## config.mk

```make
export PLATFORM = sky130hd
export DESIGN_NAME = cache_mem_arbiter_flat
export DESIGN_NICKNAME = d
export VERILOG_FILES = /design/src/rtl/cache_mem_arbiter_if.sv /design/src/rtl/cache_mem_arbiter.sv /design/src/flat_wrapper.sv
export SDC_FILE = /design/constraint.sdc
export NUM_CORES = 1
export LEC_CHECK = 0
export ABC_AREA = 1
export CELL_PAD_IN_SITES_DETAIL_PLACEMENT = 0
export CELL_PAD_IN_SITES_GLOBAL_PLACEMENT = 1
export CORE_MARGIN = 5
export CORE_UTILIZATION = 22
export CTS_BUF_LIST = sky130_fd_sc_hd__clkbuf_4
export CTS_CLUSTER_DIAMETER = 60
export CTS_CLUSTER_SIZE = 24
export DETAILED_ROUTE_END_ITERATION = 10
export PLACE_DENSITY = 0.87
export SLEW_MARGIN = 10
export SYNTH_ARGS = -nofsm -noshare
export SYNTH_HDL_FRONTEND = slang
export SYNTH_SLANG_ARGS = --single-unit
```

## constraint.sdc

```tcl
create_clock -name clk -period 1.8 [get_ports clk]
set_input_delay 0.27 -clock clk [delete_from_list [all_inputs] [get_ports clk]]
set_output_delay 0.27 -clock clk [all_outputs]
set_load 0.03 [all_outputs]
```

## src/rtl/cache_mem_arbiter_if.sv

```systemverilog
// Shared main-memory port between the cache miss arbiter and memory.
// Reads are pipelined with a fixed latency; writes complete on issue.
interface cache_mem_arbiter_if #(
  parameter int ADDR_W = 16
) ();

  logic              mem_en;
  logic              mem_wr;
  logic [ADDR_W-1:0] mem_addr;
  logic [15:0]       mem_wdata;
  logic [15:0]       mem_rdata;
  logic              mem_valid;

  modport master (
    output mem_en,
    output mem_wr,
    output mem_addr,
    output mem_wdata,
    input  mem_rdata,
    input  mem_valid
  );

  modport slave (
    input  mem_en,
    input  mem_wr,
    input  mem_addr,
    input  mem_wdata,
    output mem_rdata,
    output mem_valid
  );

endinterface

```

## src/rtl/cache_mem_arbiter.sv

```systemverilog
// Arbitrates the main-memory port between I/D refills and D stores.
// Refills are issued back to back; returns are written word by word.
module cache_mem_arbiter #(
  parameter int WORDS_PER_BLOCK = 8,
  parameter int MEM_LATENCY     = 4,
  parameter int ADDR_W          = 16
) (
  input  logic                               clk,
  input  logic                               rst,
  input  logic                               ic_miss,
  input  logic [ADDR_W-1:0]                  ic_miss_addr,
  input  logic                               dc_miss,
  input  logic [ADDR_W-1:0]                  dc_miss_addr,
  input  logic                               dc_wr_req,
  input  logic [ADDR_W-1:0]                  dc_wr_addr,
  input  logic [15:0]                        dc_wr_data,
  cache_mem_arbiter_if.master                bus,
  output logic [15:0]                        fill_data,
  output logic [$clog2(WORDS_PER_BLOCK)-1:0] fill_word,
  output logic                               ic_fill_we,
  output logic                               dc_fill_we,
  output logic                               ic_tag_we,
  output logic                               dc_tag_we,
  output logic                               ic_done,
  output logic                               dc_done,
  output logic                               dc_wr_done,
  output logic                               fsm_busy
);

  localparam int WORD_W = $clog2(WORDS_PER_BLOCK);

  localparam logic [ADDR_W-1:0] BLK_MASK =
    ADDR_W'(2 * WORDS_PER_BLOCK - 1);

  localparam logic [WORD_W:0] ISSUE_END =
    (WORD_W + 1)'(WORDS_PER_BLOCK);

  localparam logic [WORD_W-1:0] RECV_LAST =
    WORD_W'(WORDS_PER_BLOCK - 1);

  typedef enum logic [1:0] {
    IDLE,
    WRITE,
    FILL,
    DONE
  } state_t;

  typedef enum logic {
    ICACHE,
    DCACHE
  } owner_t;

  state_t            state_q, state_d;
  owner_t            owner_q, owner_d;
  logic [ADDR_W-1:0] base_q, base_d;
  logic [WORD_W:0]   issue_q, issue_d;
  logic [WORD_W-1:0] recv_q, recv_d;
  logic              wr_done_q;

  // One bit per in-flight read slot; a return is only accepted when
  // it matches a read issued since the last reset or grant.
  logic [MEM_LATENCY-1:0] rd_pipe_q;
  logic                   rd_issue;
  logic                   rd_ret;

  logic gnt_wr;
  logic gnt_dc;
  logic gnt_ic;

  logic              mem_en_c;
  logic              mem_wr_c;
  logic [ADDR_W-1:0] mem_addr_c;
  logic [15:0]       mem_wdata_c;

  assign bus.mem_en    = mem_en_c;
  assign bus.mem_wr    = mem_wr_c;
  assign bus.mem_addr  = mem_addr_c;
  assign bus.mem_wdata = mem_wdata_c;

  assign gnt_wr = dc_wr_req;
  assign gnt_dc = dc_miss & ~dc_wr_req;
  assign gnt_ic = ic_miss & ~dc_miss & ~dc_wr_req;

  assign rd_ret = bus.mem_valid & rd_pipe_q[MEM_LATENCY-1];

  assign dc_wr_done = wr_done_q & ~rst;
  assign fsm_busy   = (state_q != IDLE) & ~rst;

  // State, owner, block base, counters and read-tracking pipeline.
  always_ff @(posedge clk) begin
    if (rst) begin
      state_q   <= IDLE;
      owner_q   <= ICACHE;
      base_q    <= '0;
      issue_q   <= '0;
      recv_q    <= '0;
      wr_done_q <= 1'b0;
      rd_pipe_q <= '0;
    end else begin
      state_q      <= state_d;
      owner_q      <= owner_d;
      base_q       <= base_d;
      issue_q      <= issue_d;
      recv_q       <= recv_d;
      wr_done_q    <= (state_q == WRITE);
      rd_pipe_q[0] <= rd_issue;
      for (int i = 1; i < MEM_LATENCY; i++) begin
        rd_pipe_q[i] <= rd_pipe_q[i-1];
      end
    end
  end

  // Next state, memory requests and cache write strobes.
  always_comb begin
    state_d     = state_q;
    owner_d     = owner_q;
    base_d      = base_q;
    issue_d     = issue_q;
    recv_d      = recv_q;
    rd_issue    = 1'b0;
    mem_en_c    = 1'b0;
    mem_wr_c    = 1'b0;
    mem_addr_c  = '0;
    mem_wdata_c = '0;
    fill_data   = '0;
    fill_word   = '0;
    ic_fill_we  = 1'b0;
    dc_fill_we  = 1'b0;
    ic_tag_we   = 1'b0;
    dc_tag_we   = 1'b0;
    ic_done     = 1'b0;
    dc_done     = 1'b0;

    if (!rst) begin
      unique case (state_q)
        IDLE: begin
          unique case (1'b1)
            gnt_wr: begin
              state_d = WRITE;
            end
            gnt_dc: begin
              state_d = FILL;
              owner_d = DCACHE;
              base_d  = dc_miss_addr & ~BLK_MASK;
              issue_d = '0;
              recv_d  = '0;
            end
            gnt_ic: begin
              state_d = FILL;
              owner_d = ICACHE;
              base_d  = ic_miss_addr & ~BLK_MASK;
              issue_d = '0;
              recv_d  = '0;
            end
            default: begin
              state_d = IDLE;
            end
          endcase
        end

        WRITE: begin
          mem_en_c    = 1'b1;
          mem_wr_c    = 1'b1;
          mem_addr_c  = dc_wr_addr;
          mem_wdata_c = dc_wr_data;
          state_d     = IDLE;
        end

        FILL: begin
          if (issue_q < ISSUE_END) begin
            mem_en_c   = 1'b1;
            mem_addr_c = base_q + ADDR_W'({issue_q, 1'b0});
            issue_d    = issue_q + 1'b1;
            rd_issue   = 1'b1;
          end
          if (rd_ret) begin
            fill_data  = bus.mem_rdata;
            fill_word  = recv_q;
            ic_fill_we = (owner_q == ICACHE);
            dc_fill_we = (owner_q == DCACHE);
            recv_d     = recv_q + 1'b1;
            if (recv_q == RECV_LAST) begin
              ic_tag_we = (owner_q == ICACHE);
              dc_tag_we = (owner_q == DCACHE);
              state_d   = DONE;
            end
          end
        end

        DONE: begin
          ic_done = (owner_q == ICACHE);
          dc_done = (owner_q == DCACHE);
          state_d = IDLE;
        end

        default: begin
          state_d = IDLE;
        end
      endcase
    end
  end

endmodule

```

## src/flat_wrapper.sv

```systemverilog
// flat-port wrapper written by rule: the top's interface ports become plain ports
module cache_mem_arbiter_flat 
#(
  parameter int WORDS_PER_BLOCK = 8,
  parameter int MEM_LATENCY     = 4,
  parameter int ADDR_W          = 16
)
  (clk, rst, ic_miss, ic_miss_addr, dc_miss, dc_miss_addr, dc_wr_req, dc_wr_addr, dc_wr_data, fill_data, fill_word, ic_fill_we, dc_fill_we, ic_tag_we, dc_tag_we, ic_done, dc_done, dc_wr_done, fsm_busy, bus_mem_en, bus_mem_wr, bus_mem_addr, bus_mem_wdata, bus_mem_rdata, bus_mem_valid);
  cache_mem_arbiter_if #(.ADDR_W(ADDR_W)) bus_i ();
  input  logic clk;
  input  logic rst;
  input  logic ic_miss;
  input  logic [ADDR_W-1:0] ic_miss_addr;
  input  logic dc_miss;
  input  logic [ADDR_W-1:0] dc_miss_addr;
  input  logic dc_wr_req;
  input  logic [ADDR_W-1:0] dc_wr_addr;
  input  logic [15:0] dc_wr_data;
  output logic [15:0] fill_data;
  output logic [$clog2(WORDS_PER_BLOCK)-1:0] fill_word;
  output logic ic_fill_we;
  output logic dc_fill_we;
  output logic ic_tag_we;
  output logic dc_tag_we;
  output logic ic_done;
  output logic dc_done;
  output logic dc_wr_done;
  output logic fsm_busy;
  output wire logic [$bits(bus_i.mem_en)-1:0] bus_mem_en;
  output wire logic [$bits(bus_i.mem_wr)-1:0] bus_mem_wr;
  output wire logic [$bits(bus_i.mem_addr)-1:0] bus_mem_addr;
  output wire logic [$bits(bus_i.mem_wdata)-1:0] bus_mem_wdata;
  input wire logic [$bits(bus_i.mem_rdata)-1:0] bus_mem_rdata;
  input wire logic [$bits(bus_i.mem_valid)-1:0] bus_mem_valid;
  assign bus_mem_en = bus_i.mem_en;
  assign bus_mem_wr = bus_i.mem_wr;
  assign bus_mem_addr = bus_i.mem_addr;
  assign bus_mem_wdata = bus_i.mem_wdata;
  assign bus_i.mem_rdata = bus_mem_rdata;
  assign bus_i.mem_valid = bus_mem_valid;
  cache_mem_arbiter #(.WORDS_PER_BLOCK(WORDS_PER_BLOCK), .MEM_LATENCY(MEM_LATENCY), .ADDR_W(ADDR_W)) u_core (.clk(clk), .rst(rst), .ic_miss(ic_miss), .ic_miss_addr(ic_miss_addr), .dc_miss(dc_miss), .dc_miss_addr(dc_miss_addr), .dc_wr_req(dc_wr_req), .dc_wr_addr(dc_wr_addr), .dc_wr_data(dc_wr_data), .bus(bus_i), .fill_data(fill_data), .fill_word(fill_word), .ic_fill_we(ic_fill_we), .dc_fill_we(dc_fill_we), .ic_tag_we(ic_tag_we), .dc_tag_we(dc_tag_we), .ic_done(ic_done), .dc_done(dc_done), .dc_wr_done(dc_wr_done), .fsm_busy(fsm_busy));
endmodule
```

### Word-level counts from Yosys, hierarchy flattened

Index checks and enable logic that the tools add are counted.

| storage, ports and cells | value |
|---|---|
| register bits | 31 |
| input port bits | 86 |
| output and inout port bits | 61 |
| logic and storage cells | 88 |

| cells by class | value |
|---|---|
| $add $sub $neg | 3 |
| order comparisons | 1 |
| equal/unequal tests | 8 |
| multiplexer cells | 46 |
| bitwise logic cells | 11 |
| reductions and logical operators | 11 |

Operators with widths:

| cell | number |
|---|---|
| 16-bit 2-to-1 mux | 7 |
| 16-bit case mux with 2 select lines | 2 |
| 1-bit 2-to-1 mux | 22 |
| 16-bit by 5-bit adder with 16-bit output | 1 |
| 3-bit 2-to-1 mux | 5 |
| 4-bit 2-to-1 mux | 2 |
| 4-bit case mux with 2 select lines | 1 |
| 1-bit bitwise AND | 6 |
| 2-bit by 1-bit != test with 1-bit output, second input constant | 3 |
| 2-bit case mux with 3 select lines | 1 |
| 3-bit case mux with 2 select lines | 1 |
| 3-bit AND reduction | 2 |
| 2-bit nonzero test | 3 |
| 2-bit OR reduction | 3 |
| 1-bit NOT | 5 |
| 4-bit by 1-bit adder with 4-bit output, second input constant | 1 |
| 2-bit equality test, second input constant | 2 |
| 4-bit < comparator, second input constant | 1 |
| 2-bit 2-to-1 mux | 2 |
| 1-bit case mux with 2 select lines | 2 |
| 2-bit case mux with 2 select lines | 1 |
| 2-bit AND reduction | 2 |
| 3-bit by 1-bit adder with 3-bit output, second input constant | 1 |
| 3-bit equality test, second input constant | 1 |
| 3 further kinds | 3 |

### Depth between registers and ports, before layout

Gate-level depths: netlist of run 1.

| logic depth | value |
|---|---|
| word-level depth | 6 |
| mapped depth | 9 |

### Worst setup path before layout of run 1

No wires, ideal clock.

| timing | value |
|---|---|
| path type | flip-flop to output port |
| start point | register u_core.state_q[0] |
| end point | output port bus_mem_addr[1] |
| arrival | 1.555 ns |
| path slack | -0.025 ns |
| stages on the path, launching flop included | 9 |
| cells stage by stage | dfxtp_1 > inv_1 > ha_1 > buf_4 > nand2_2 > inv_1 > buf_4 > nand2_1 > a21oi_1 |

| on the way | value |
|---|---|
| word-level cells in the longest chain between the ends | 3 |

Ends and longest elaborated chain:

| element | line | text |
|---|---|---|
| from (decl) | cache_mem_arbiter.sv:53 | `state_t state_q, state_d;` |
| from (signal assigned) | cache_mem_arbiter.sv:100 | `state_q <= state_d;` |
| 2-bit equality test / 2-bit by 1-bit equality test with 1-bit output (equally long branches) | cache_mem_arbiter.sv:135 | `unique case (state_q)` |
| 16-bit case mux with 2 select lines (*) | cache_mem_arbiter.sv:135 |  |
| 16-bit 2-to-1 mux (*) | cache_mem_arbiter.sv:134 | `if (!rst) begin` |
| to (decl) | flat_wrapper.sv:31 | `output wire logic [$bits(bus_i.mem_addr)-1:0] bus_mem_addr;` |

Mark *: on every way between the ends. The rest lies on a longest branch, timed or not.

### Worst setup path after layout of run 1

| timing | value |
|---|---|
| start point | register u_core.state_q[1] |
| end point | output port bus_mem_addr[7] |

Same word-level chain as after synthesis.

==> results of run 1 <==
-- power by group --
part	internal [mW]	leakage [nW]	switching (mW)
Sequential	0.712	0.223	0.119
Combinational	0.861	1.61	0.925
Clock	0.0832	0.0177	0.182
Total	1.66	1.85	1.23
-- worst max-delay path: cells and delay by family (launching register included) --
family                   cells  cell delay [ns]
AND/OR/NAND/NOR              2             0.16
buffers and inverters        4             0.44
adder cells (fa/ha/maj)      1             0.15
flip-flops                   1             0.41
AO/OA/AOI/OAI                1             0.16
-- cell families after synthesis --
logic type	count (synthesis)	share of synthesized area, %
simple gates	177	36.3
compound gates	51	15.1
fa+ha+maj	8	5.06
xor+xnor	1	0.443
flops	27	27.3
buf+inv	74	15.7
-- layout make-up --
cell class | instances | area [µm²]
Clock buffer | 3 | 22.5
Clock inverter | 1 | 5.00
Fill cell | 871 | 4650
Inverter | 56 | 218
Multi-Input combinational cell | 237 | 1450
Sequential cell | 27 | 548
Tap cell | 108 | 135
Timing Repair Buffer | 162 | 1700
-- sequential cells by signal (all words and copies together), names as in the netlist --
signal            cells
u_core.issue_q        4
u_core.base_q        12
u_core.wr_done_q      1
u_core.rd_pipe_q      4
u_core.state_q        2
u_core.owner_q        1
u_core.recv_q         3
-- routing by layer --
layer	up-vias	GRT usage [%]	wire length, µm	part of all wire [%]
met3	2	3.33	470	6.1
met1	1181	14.3	3060	40
li1	1347	-	-	-
met5	-	0	0	0
met4	0	0.822	21	0.27
met2	77	24.7	4170	54
-- synthesized netlist by cell type, types with 2 or more instances --
library cell  instances  area, µm²
a21oi_1              28        140
buf_2                 5       25.0
buf_4                 5       37.5
clkbuf_1              7       26.3
dfxtp_1              27        541
ha_1                  8        100
inv_1                54        203
nand2_1              89        334
nand2_2               3       18.8
nand3_1              20        100
nand4_1               2       12.5
nor2_1               52        195
nor3_1                9       45.0
o211ai_1             14        105
o21ai_0               6       30.0
-- per-stage QoR --
stage               TNS (ns)  hold slack [ns]  utilization [%]  power (mW)
finish                 -2.82            0.403             46.7        2.88
global placement           0            0.392             39.6        2.10
CTS                    -4.96            0.404             43.4        2.67
global route           -7.72            0.418             46.7        3.08
floorplan            -0.0896            0.388                -        1.58
detailed placement         0            0.397             39.6        2.12
-- repair_timing --
item                                    4_1_cts  5_1_grt
cloned                                        3        2
resized for setup                            54       65
setup buffers                                 4        3
pin swaps                                     6       11
endpoints found under the setup margin       57       57
-- final timing paths --
path                            slack (ns)                   to  cells after the start                 from
worst max-delay path                 -0.13      bus_mem_addr[7]                      8    u_core.state_q[1]
worst min-delay path                  0.40  u_core.rd_pipe_q[2]                      2  u_core.rd_pipe_q[1]
worst max register to register        0.10     u_core.recv_q[1]                      8    u_core.state_q[1]
worst min register to register        0.40  u_core.rd_pipe_q[2]                      2  u_core.rd_pipe_q[1]
==> results.md, run 1 <==
* Outcome: finished with violations
* Failing checks: negative setup slack
* Final non-filler cell total at 594
* Dpl cells at 578
* Synth warnings at 0
* # port buffers at ~140
* Post-synthesis cell area at 1980 µm²
* Gr usage total at approximately 13%
* Max-cap violations at 0
* Worst-path clk slew at 0.16 ns
* Ys async rst share at 0%
* Max Root-Sink Buffers at 2
* Initial antenna violation count at 0
* DIE WIDTH at 105 µm
* CTS Root Cell: clkbuf_4
* Worst slew margin at about two thirds
* WP data required at 1.53 ns
* Critical path fanouts, max at 5
* First-pass GRT wire length at 11.9 mm
* Cts hold-fix bufs at 0
* Vias per Instance at around 4.4
* DIE AREA at between 10,000 and 15,000 µm²
* Vias in the first global route at 2,550
* # setup viols final at 48
* TritonCTS Buffers at 3
* Leading cell type in the layout, fill and taps excluded: clkdlybuf4s50_1
* Site row count at 34
* Nets@finish at 581
* Placed Area at 3460 µm²
* CP most frequent cell: buf_6
* Synthesized instance count at roughly 340
* CP peak stage delay at 0.41 ns
* HP Class: flop to flop
* RSZ-0062 raised after global routing: true
* Slew Limit Fails at 0
* Crit Path Class: flop to primary output
* Worst Path Arrival at ~1.7 ns
* Post-Place Setup Slack at about 0.044 ns
* Top Ports at around 150
* Post-synth EDFFs at 0
* Worst skew pair latency at around 0.33 ns
* Post-DR wirelength/cell at 13.0 µm
* Core area at roughly 8700 µm²
* Power Density at 708 nW/µm²
* DRT Wirelength at 7.73 mm
* TritonCTS clock tree: yes
* Routed Antenna Nets at 0
* Slowest-stage cell, CP: dfxtp_4
* Htree depth at 1
* CP endpoint kind: primary output
* Starting density of the core at 22.7%
* Share of cells above drive strength 1 at between 30% and 40%
* Pre-antenna DRT Iters at 4
* P&R area growth vs syn at 106%
* Routability cong. at 0.823
* Most frequent cells in the layout: clkdlybuf4s50_1, nand2_1, inv_1
* Largest net degree at the start of global routing at 34
* Remaining global-route overflow at 0
* Register area share after synthesis at 27.3%
* Syn nets at 432
* Antenna Cells at 0
* DRC Markers at 0
* Ys flop type: dfxtp_1
* FMAX at 0.519 GHz
* Leak pwr at about 1.8 nW
* Tcrit/Tclk final at 107%
* CP Launch Type: flop
* Final hold vios at 0
* Synthesized area per cell at 5.85 µm²
* Crit path cell chain: buf_6, ha_4, nand2_4, inv_4, buf_6, nand2_1, a21oi_4, buf_12
* Fin area at approximately 4100 µm²
* Slew @ Worst Pin at 0.470 ns
* Dpl hpwl at 5.80 mm
* Peak supply drop at 284 µV
* Clock Sink Count at 27
* Drt initial violations at slightly below 90
* Final Worst Setup Slack at -0.127 ns
* Die height at between 100 and 150 µm
* Synth cell types at 24
* Register bit total from synthesis at 27
* Worst Clk Skew at 0.0180 ns
* Final worst path period need at 1.93 ns
* Via Count at 2,607
Note: power is estimated with default switching activity, not from simulation.
==> inputs of run 2 (changes only) <==
--- a/constraint.sdc
+++ b/constraint.sdc
@@ -3,2 +3,2 @@
 set_output_delay 0.27 -clock clk [all_outputs]
-set_load 0.03 [all_outputs]
+set_load 0.02 [all_outputs]
==> run 2 against run 1 <==
Effect of this change:
- the flow still finishes with violations (negative setup slack)
- utilization rose by 3.5 points
- critical path depth decreased by 1
- count of clock-buffer cells in the layout unchanged
- sequential share of layout area fell by 0.94 points
- worst hold slack improved by 0.0085 ns
- combinational power about the same
- largest cell class unchanged
- via count up 3.8%
==> results.md, run 2 (same netlist as run 1, synthesis figures left out) <==
* Outcome: finished with violations
* Failing checks: negative setup slack
* Via Count at 2,707 (+3.8%)
* Final TNS setup at -2.55 ns (+0.264 ns)
* Site row count at 34 (unchanged)
* Max-cap violations at 0 (unchanged)
* Tcrit/Tclk final at 107% (-0.47 points)
* Hold_sp: u_core.rd_pipe_q[0]
* First-pass GRT wire length at 13.0 mm (+8.8%)
* Die height at 105 µm (unchanged)
* Vias per Instance at 4.41 (+0.45%)
* Htree depth at 1 (unchanged)
* Max Root-Sink Buffers at 2 (unchanged)
* Slew @ Worst Pin at 0.432 ns (-0.0385 ns)
* Worst Path Arrival at 1.65 ns (about the same)
* Peak supply drop at 357 µV (+26%)
* WP data required at 1.53 ns (about the same)
* Biggest register: u_core.base_q
* R2R depth at 9 (+1)
* Critical path fanouts, max at 8 (+3)
* Reg-to-reg endpoint: u_core.recv_q[2]
* Final Worst Setup Slack at -0.119 ns (+0.00843 ns)
* Starting density of the core at 22.7% (unchanged)
* Hold EP: u_core.rd_pipe_q[1]
* CP Launch Type: flop
* P&R area growth vs syn at 121%
* Core area at 8720 µm² (unchanged)
* Pre-antenna DRT Iters at 4 (unchanged)
* # setup viols final at 47 (-2.1%)
* Worst slew margin at 70.9% (+2.6 points)
* Gr usage total at 13.9% (+1.2 points)
* Routability cong. at 0.791 (-3.9%)
* Leading cell type in the layout, fill and taps excluded: clkdlybuf4s50_1
* Final Util at 50.2% (+3.5 points)
* Worst r2r src: u_core.state_q[0]
* Pwr Total at 2.90 mW (+0.63%)
* Flop-to-flop setup slack at 0.16 ns (+0.06 ns)
* Initial antenna violation count at 0 (unchanged)
* Antenna Cells at 0 (unchanged)
* Vias in the first global route at 2,716 (+6.5%)
* Top Ports at 147 (unchanged)
* Routed Antenna Nets at 0 (unchanged)
* Worst-path clk slew at 0.16 ns (about the same)
* Leak pwr at 1.86 nW (+0.43%)
* Clock Sink Count at 27 (unchanged)
* Top Registers: u_core.base_q x12, u_core.issue_q x4, u_core.rd_pipe_q x4
* DRC Markers at 0 (unchanged)
* Worst Clk Skew at 0.0136 ns (-0.00437 ns)
* Power Density at 663 nW/µm² (-6.4%)
* DIE WIDTH at 105 µm (unchanged)
* CP endpoint kind: primary output
* Post-Place Setup Slack at -0.367 ns (-0.411 ns)
* Post-DR wirelength/cell at 13.7 µm (+5.4%)
* HP Class: flop to flop
* Final hold vios at 0 (unchanged)
* Final worst path period need at 1.92 ns (-0.00842 ns)
* Max reg flops at 12 (unchanged)
* TritonCTS Buffers at 3 (unchanged)
* Dpl hpwl at 6.20 mm (+6.9%)
* Drt initial violations at 72 (-18%)
* # port buffers at 138 (unchanged)
* CTS Root Cell: clkbuf_4
* TritonCTS clock tree: yes
* DRT Wirelength at 8.42 mm (+9.0%)
* Largest net degree at the start of global routing at 27 (-21%)
* Worst hold stages at 2 (unchanged)
* FMAX at 0.521 GHz (+0.44%)
* Worst skew pair latency at 0.34 ns (about the same)
* Most frequent cells in the layout: clkdlybuf4s50_1, nand2_1, inv_1, buf_6, buf_4
* Remaining global-route overflow at 0 (unchanged)
* Slew Limit Fails at 0 (unchanged)
* RSZ-0062 raised after global routing: true
* Nets@finish at 601 (+3.4%)
* Share of cells above drive strength 1 at 38.5% (+5.2 points)
* Crit Path Class: flop to primary output
* DIE AREA at 11,000 µm² (unchanged)
run 2: cell count changes in the layout (fill, tap and decap cells not counted), moves of 3 or more:
cell,previous run,this run
nor2_4,4,21
nor2_2,14,9
buf_4,41,44
nor2_1,35,23
a21oi_2,11,4
nand2_2,9,17
a21oi_4,3,12
nand2_4,9,0
buf_6,33,48
run 2: per-layer routing:
metal  wire length [µm]  track usage [%]
met1               3340             16.8
met2               4590             25.8
met3                483             3.27
met4                 12            0.913
met5                  0                0
run 2: layout make-up:
class / instances / area [µm²]
well taps: 108 / 135
clock inverters: 1 / 5.00
multi-input cells: 237 / 1600
clock buffers: 3 / 22.5
fillers: 852 / 4350
flip-flops and latches: 27 / 548
repair buffers: 182 / 1840
inverters: 56 / 218
run 2: worst max-delay path, cell delays in order (launching register included):
cell     delay, ns
dfxtp_2       0.37
inv_2         0.05
buf_6         0.11
ha_4          0.28
nand2_8       0.07
buf_16        0.16
a21oi_2       0.13
buf_6         0.13
run 2: power breakdown:
group	total [mW]	internal [mW]	switching, mW
Clock	0.276	0.0837	0.192
Combinational	1.81	0.871	0.938
Sequential	0.816	0.712	0.104
Total	2.90	1.67	1.23
run 2: metrics by stage:
step                area [µm²]  hold slack (ns)  cells
global placement          3710            0.391    601
finish                    4380            0.411    614
detailed placement        3710            0.400    601
floorplan                 1980            0.388    338
CTS                       3820            0.417    606
global route              4380            0.439    614
run 2: worst max-delay path by stage:
stage	endpoint	from
CTS	bus_mem_addr[12]	u_core.state_q[0]
finish	bus_mem_addr[14]	u_core.state_q[0]
detailed placement	ic_tag_we	bus_mem_valid
global placement	dc_tag_we	rst
floorplan	bus_mem_addr[1]	u_core.state_q[0]
global route	bus_mem_addr[14]	u_core.issue_q[3]
run 2: what timing repair did:
item,in CTS,in global routing
buffers inserted,0,3
hold buffers,0,0
gates cloned,1,5
pin swaps,5,15
setup endpoints to repair,61,61
resized for setup,331,149
==> inputs of run 3 (changes only) <==
- CELL_PAD_IN_SITES_GLOBAL_PLACEMENT: 1 -> 2
- CORE_UTILIZATION: 22 -> 16
- CTS_BUF_LIST: sky130_fd_sc_hd__clkbuf_4 -> sky130_fd_sc_hd__clkbuf_8
- PLACE_DENSITY: 0.87 -> unset
- PLACE_DENSITY_LB_ADDON: unset -> 0.12
==> run 3 against run 2 <==
Effect of this change:
- the flow still finishes with violations (negative setup slack)
- total power rose by 3.4%
- global-route usage fell by 2.6 points
- clock power rose by 27%
- non-clock buffer count rose by 2
- register-to-register slack got worse by 0.02 ns
- critical path depth rose by 1
- sequential share of layout area rose by 0.47 points
- count of clock-buffer cells in the layout did not move
- clock skew fell by 0.013 ns
- sequential cell count did not move
- worst hold slack got worse by 0.0049 ns
- sequential power fell by 1%
- largest power group unchanged
==> results.md, run 3 (same netlist as run 1, synthesis figures left out) <==
* Vias per Instance at 3.89 (-12%)
* Critical path fanouts, max at 7 (-1)
* Peak supply drop at 324 µV (-9.3%)
* Top Ports at 147 (unchanged)
* Worst-path clk slew at 0.09 ns (-0.07 ns)
* Area of the multi-input gates at 1420 µm² (-11%)
* Slew Limit Fails at 0 (unchanged)
* Crit path cell chain: buf_6, ha_4, nand2_4, inv_6, buf_12, nand3_2, a21oi_2, buf_6
* Share of cells above drive strength 1 at 35.4% (-3.1 points)
* Max-cap violations at 0 (unchanged)
* Via Count at 2,632 (-2.8%)
* DIE AREA at 14,700 µm² (+34%)
* Switching portion of total power at 40.2% (-2.3 points)
* FMAX at 0.535 GHz (+2.6%)
* Pwr Total at 3.00 mW (+3.4%)
* Psw at 1.21 mW (-2.3%)
* M2 GR Usage at 21.0% (-4.8 points)
* Worst slew margin at 70.7% (-0.20 points)
* Pre-antenna DRT Iters at 4 (unchanged)
* Antenna Cells at 0 (unchanged)
* Final hold vios at 0 (unchanged)
* Drt initial violations at 60 (-17%)
* Gate power share at 61.4% (-1.0 points)
* CTS Root Cell: clkbuf_8
* Slew @ Worst Pin at 0.435 ns (+0.00303 ns)
* CP most frequent cell: buf_6
* Clock Power Share at 11.7% (+2.2 points)
* Leading cell type in the layout, fill and taps excluded: clkdlybuf4s50_1
* Remaining global-route overflow at 0 (unchanged)
* Outcome: finished with violations
* Reg power frac at 26.9% (-1.2 points)
* Top cell family by delay on the critical path: buffers and inverters
* Nets@finish at 603 (+0.33%)
* TritonCTS clock tree: yes
* Worst Clk Skew at 0.00104 ns (-0.0126 ns)
* RSZ-0062 raised after global routing: true
* Gr usage total at 11.2% (-2.6 points)
* Dpl hpwl at 6.60 mm (+6.3%)
* Crit Path Class: flop to primary output
* Initial antenna violation count at 0 (unchanged)
* Worst skew pair latency at 0.28 ns (-0.06 ns)
* CP peak stage delay at 0.36 ns (about the same)
* DRT Wirelength at 8.57 mm (+1.8%)
* Routed Antenna Nets at 0 (unchanged)
* DIE WIDTH at 121 µm (+16%)
* Routability cong. at 0.728 (-8.0%)
* Largest net degree at the start of global routing at 34 (+26%)
* Internal Pwr Total at 1.79 mW (+7.6%)
* Fin area at 4210 µm² (-3.9%)
* Placed Area at 3800 µm² (+2.6%)
* Failing checks: negative setup slack
* Fill cells at 1,323 (+55%)
* Max Root-Sink Buffers at 2 (unchanged)
* Leak pwr at 1.97 nW (+6.1%)
* Biggest register: u_core.base_q
* GR peak layer: met2
* Most frequent cells in the layout: clkdlybuf4s50_1, nand2_1, buf_4
* Dpl cells at 662 (+10%)
* WP buf/inv at 4 (unchanged)
* Final Util at 34.9% (-15 points)
* Hold WS at 0.406 ns (-0.00493 ns)
* P&R area growth vs syn at 113%
* Post-DR wirelength/cell at 12.7 µm (-7.5%)
* Power Density at 713 nW/µm² (+7.5%)
* Cts hold-fix bufs at 0 (unchanged)
* Tcrit/Tclk final at 104% (-2.7 points)
* WP data required at 1.53 ns (about the same)
* Final non-filler cell total at 676 (+10%)
* Starting density of the core at 16.4% (-6.3 points)
* Site row count at 40 (+18%)
* Worst Path Arrival at 1.60 ns (-0.05 ns)
* CP Launch Type: flop
* Clock Sink Count at 27 (unchanged)
* Met3 usage at 2.66% (-0.61 points)
* Slowest-stage cell, CP: dfxtp_2
* Vias in the first global route at 2,650 (-2.4%)
* DRC Markers at 0 (unchanged)
* Die height at 121 µm (+16%)
* # port buffers at 138 (unchanged)
* # setup viols final at 3 (-94%)
* Final Worst Setup Slack at -0.0705 ns (+0.0481 ns)
* HP Class: flop to flop
* Core area at 12,100 µm² (+38%)
* TritonCTS Buffers at 3 (unchanged)
* Grt met1 use at 13.3% (-3.5 points)
* Htree depth at 1 (unchanged)
* Final worst path period need at 1.87 ns (-0.0481 ns)
* First-pass GRT wire length at 13.4 mm (+2.8%)
* CP endpoint kind: primary output
* Reg area at 547 µm² (-0.23%)
* Max reg flops at 12 (unchanged)
* Top Registers: u_core.base_q x12, u_core.issue_q x4, u_core.rd_pipe_q x4
run 3: changes by cell type in the layout (fill, tap and decap cells not counted), sizes merged:
cell | before | now
clkbuf | 6 | 4
clkinv | 2 | 1
inv | 54 | 56
clkinvlp | 1 | 0
buf | 100 | 104
dlygate4sd2 | 1 | 2
clkdlybuf4s15 | 1 | 0
run 3: final cells by class:
cell class | instances | share of cell area [%]
Sequential cell | 27 | 13.0
Multi-Input combinational cell | 237 | 33.8
Inverter | 56 | 5.15
Clock inverter | 1 | 0.0892
Clock buffer | 3 | 0.982
Tap cell | 168 | 5.00
Timing Repair Buffer | 184 | 41.9
run 3: power by group through the flow:
stage	logic [mW]	clock network [mW]	registers, mW
detailed placement	1.44	0	0.803
CTS	1.71	0.376	0.803
floorplan	0.717	0	0.788
global route	2.02	0.399	0.820
finish	1.84	0.351	0.806
global placement	1.44	0	0.802
run 3: stage by stage:
stage / worst slack [ns] / TNS [ns]
after floorplan: 0.113 / 0
after global placement: -0.357 / -16.61
after detailed placement: -0.376 / -17.10
after CTS: -0.0867 / -0.454
after global routing: -0.161 / -1.63
final: -0.0705 / -0.0926
run 3: worst paths after layout:
kind	from	cells past startpoint	to	slack, ns
worst max-delay path	u_core.state_q[1]	8	bus_mem_addr[14]	-0.07
worst min-delay path	u_core.rd_pipe_q[0]	2	u_core.rd_pipe_q[1]	0.41
worst max register to register	u_core.state_q[1]	10	u_core.issue_q[3]	0.14
worst min register to register	u_core.rd_pipe_q[0]	2	u_core.rd_pipe_q[1]	0.41
run 3: worst reg2reg max path, delay by kind of cell, from the launching register on:
| family | cells | cell delay, ns |
|---|---|---|
| adders and majority gates | 1 | 0.17 |
| DFF | 1 | 0.34 |
| and+or+nand+nor | 4 | 0.48 |
| buffers and inverters | 4 | 0.49 |
| AOI/OAI and AO/OA | 1 | 0.12 |
run 3: per-layer routing:
| layer | part of all wire [%] | up-vias |
|---|---|---|
| met1 | 42 | 1171 |
| met2 | 53 | 60 |
| met4 | 0.42 | 0 |
| met5 | 0 | - |
| li1 | - | 1397 |
| met3 | 4.4 | 4 |
run 3: what timing repair did:
| action | CTS | global route |
|---|---|---|
| resized for setup | 315 | 85 |
| gates cloned | 3 | 1 |
| setup endpoints to repair | 61 | 50 |
| pin swaps | 14 | 20 |
| buffers inserted | 3 | 3 |
| hold endpoints to repair | 0 | 0 |
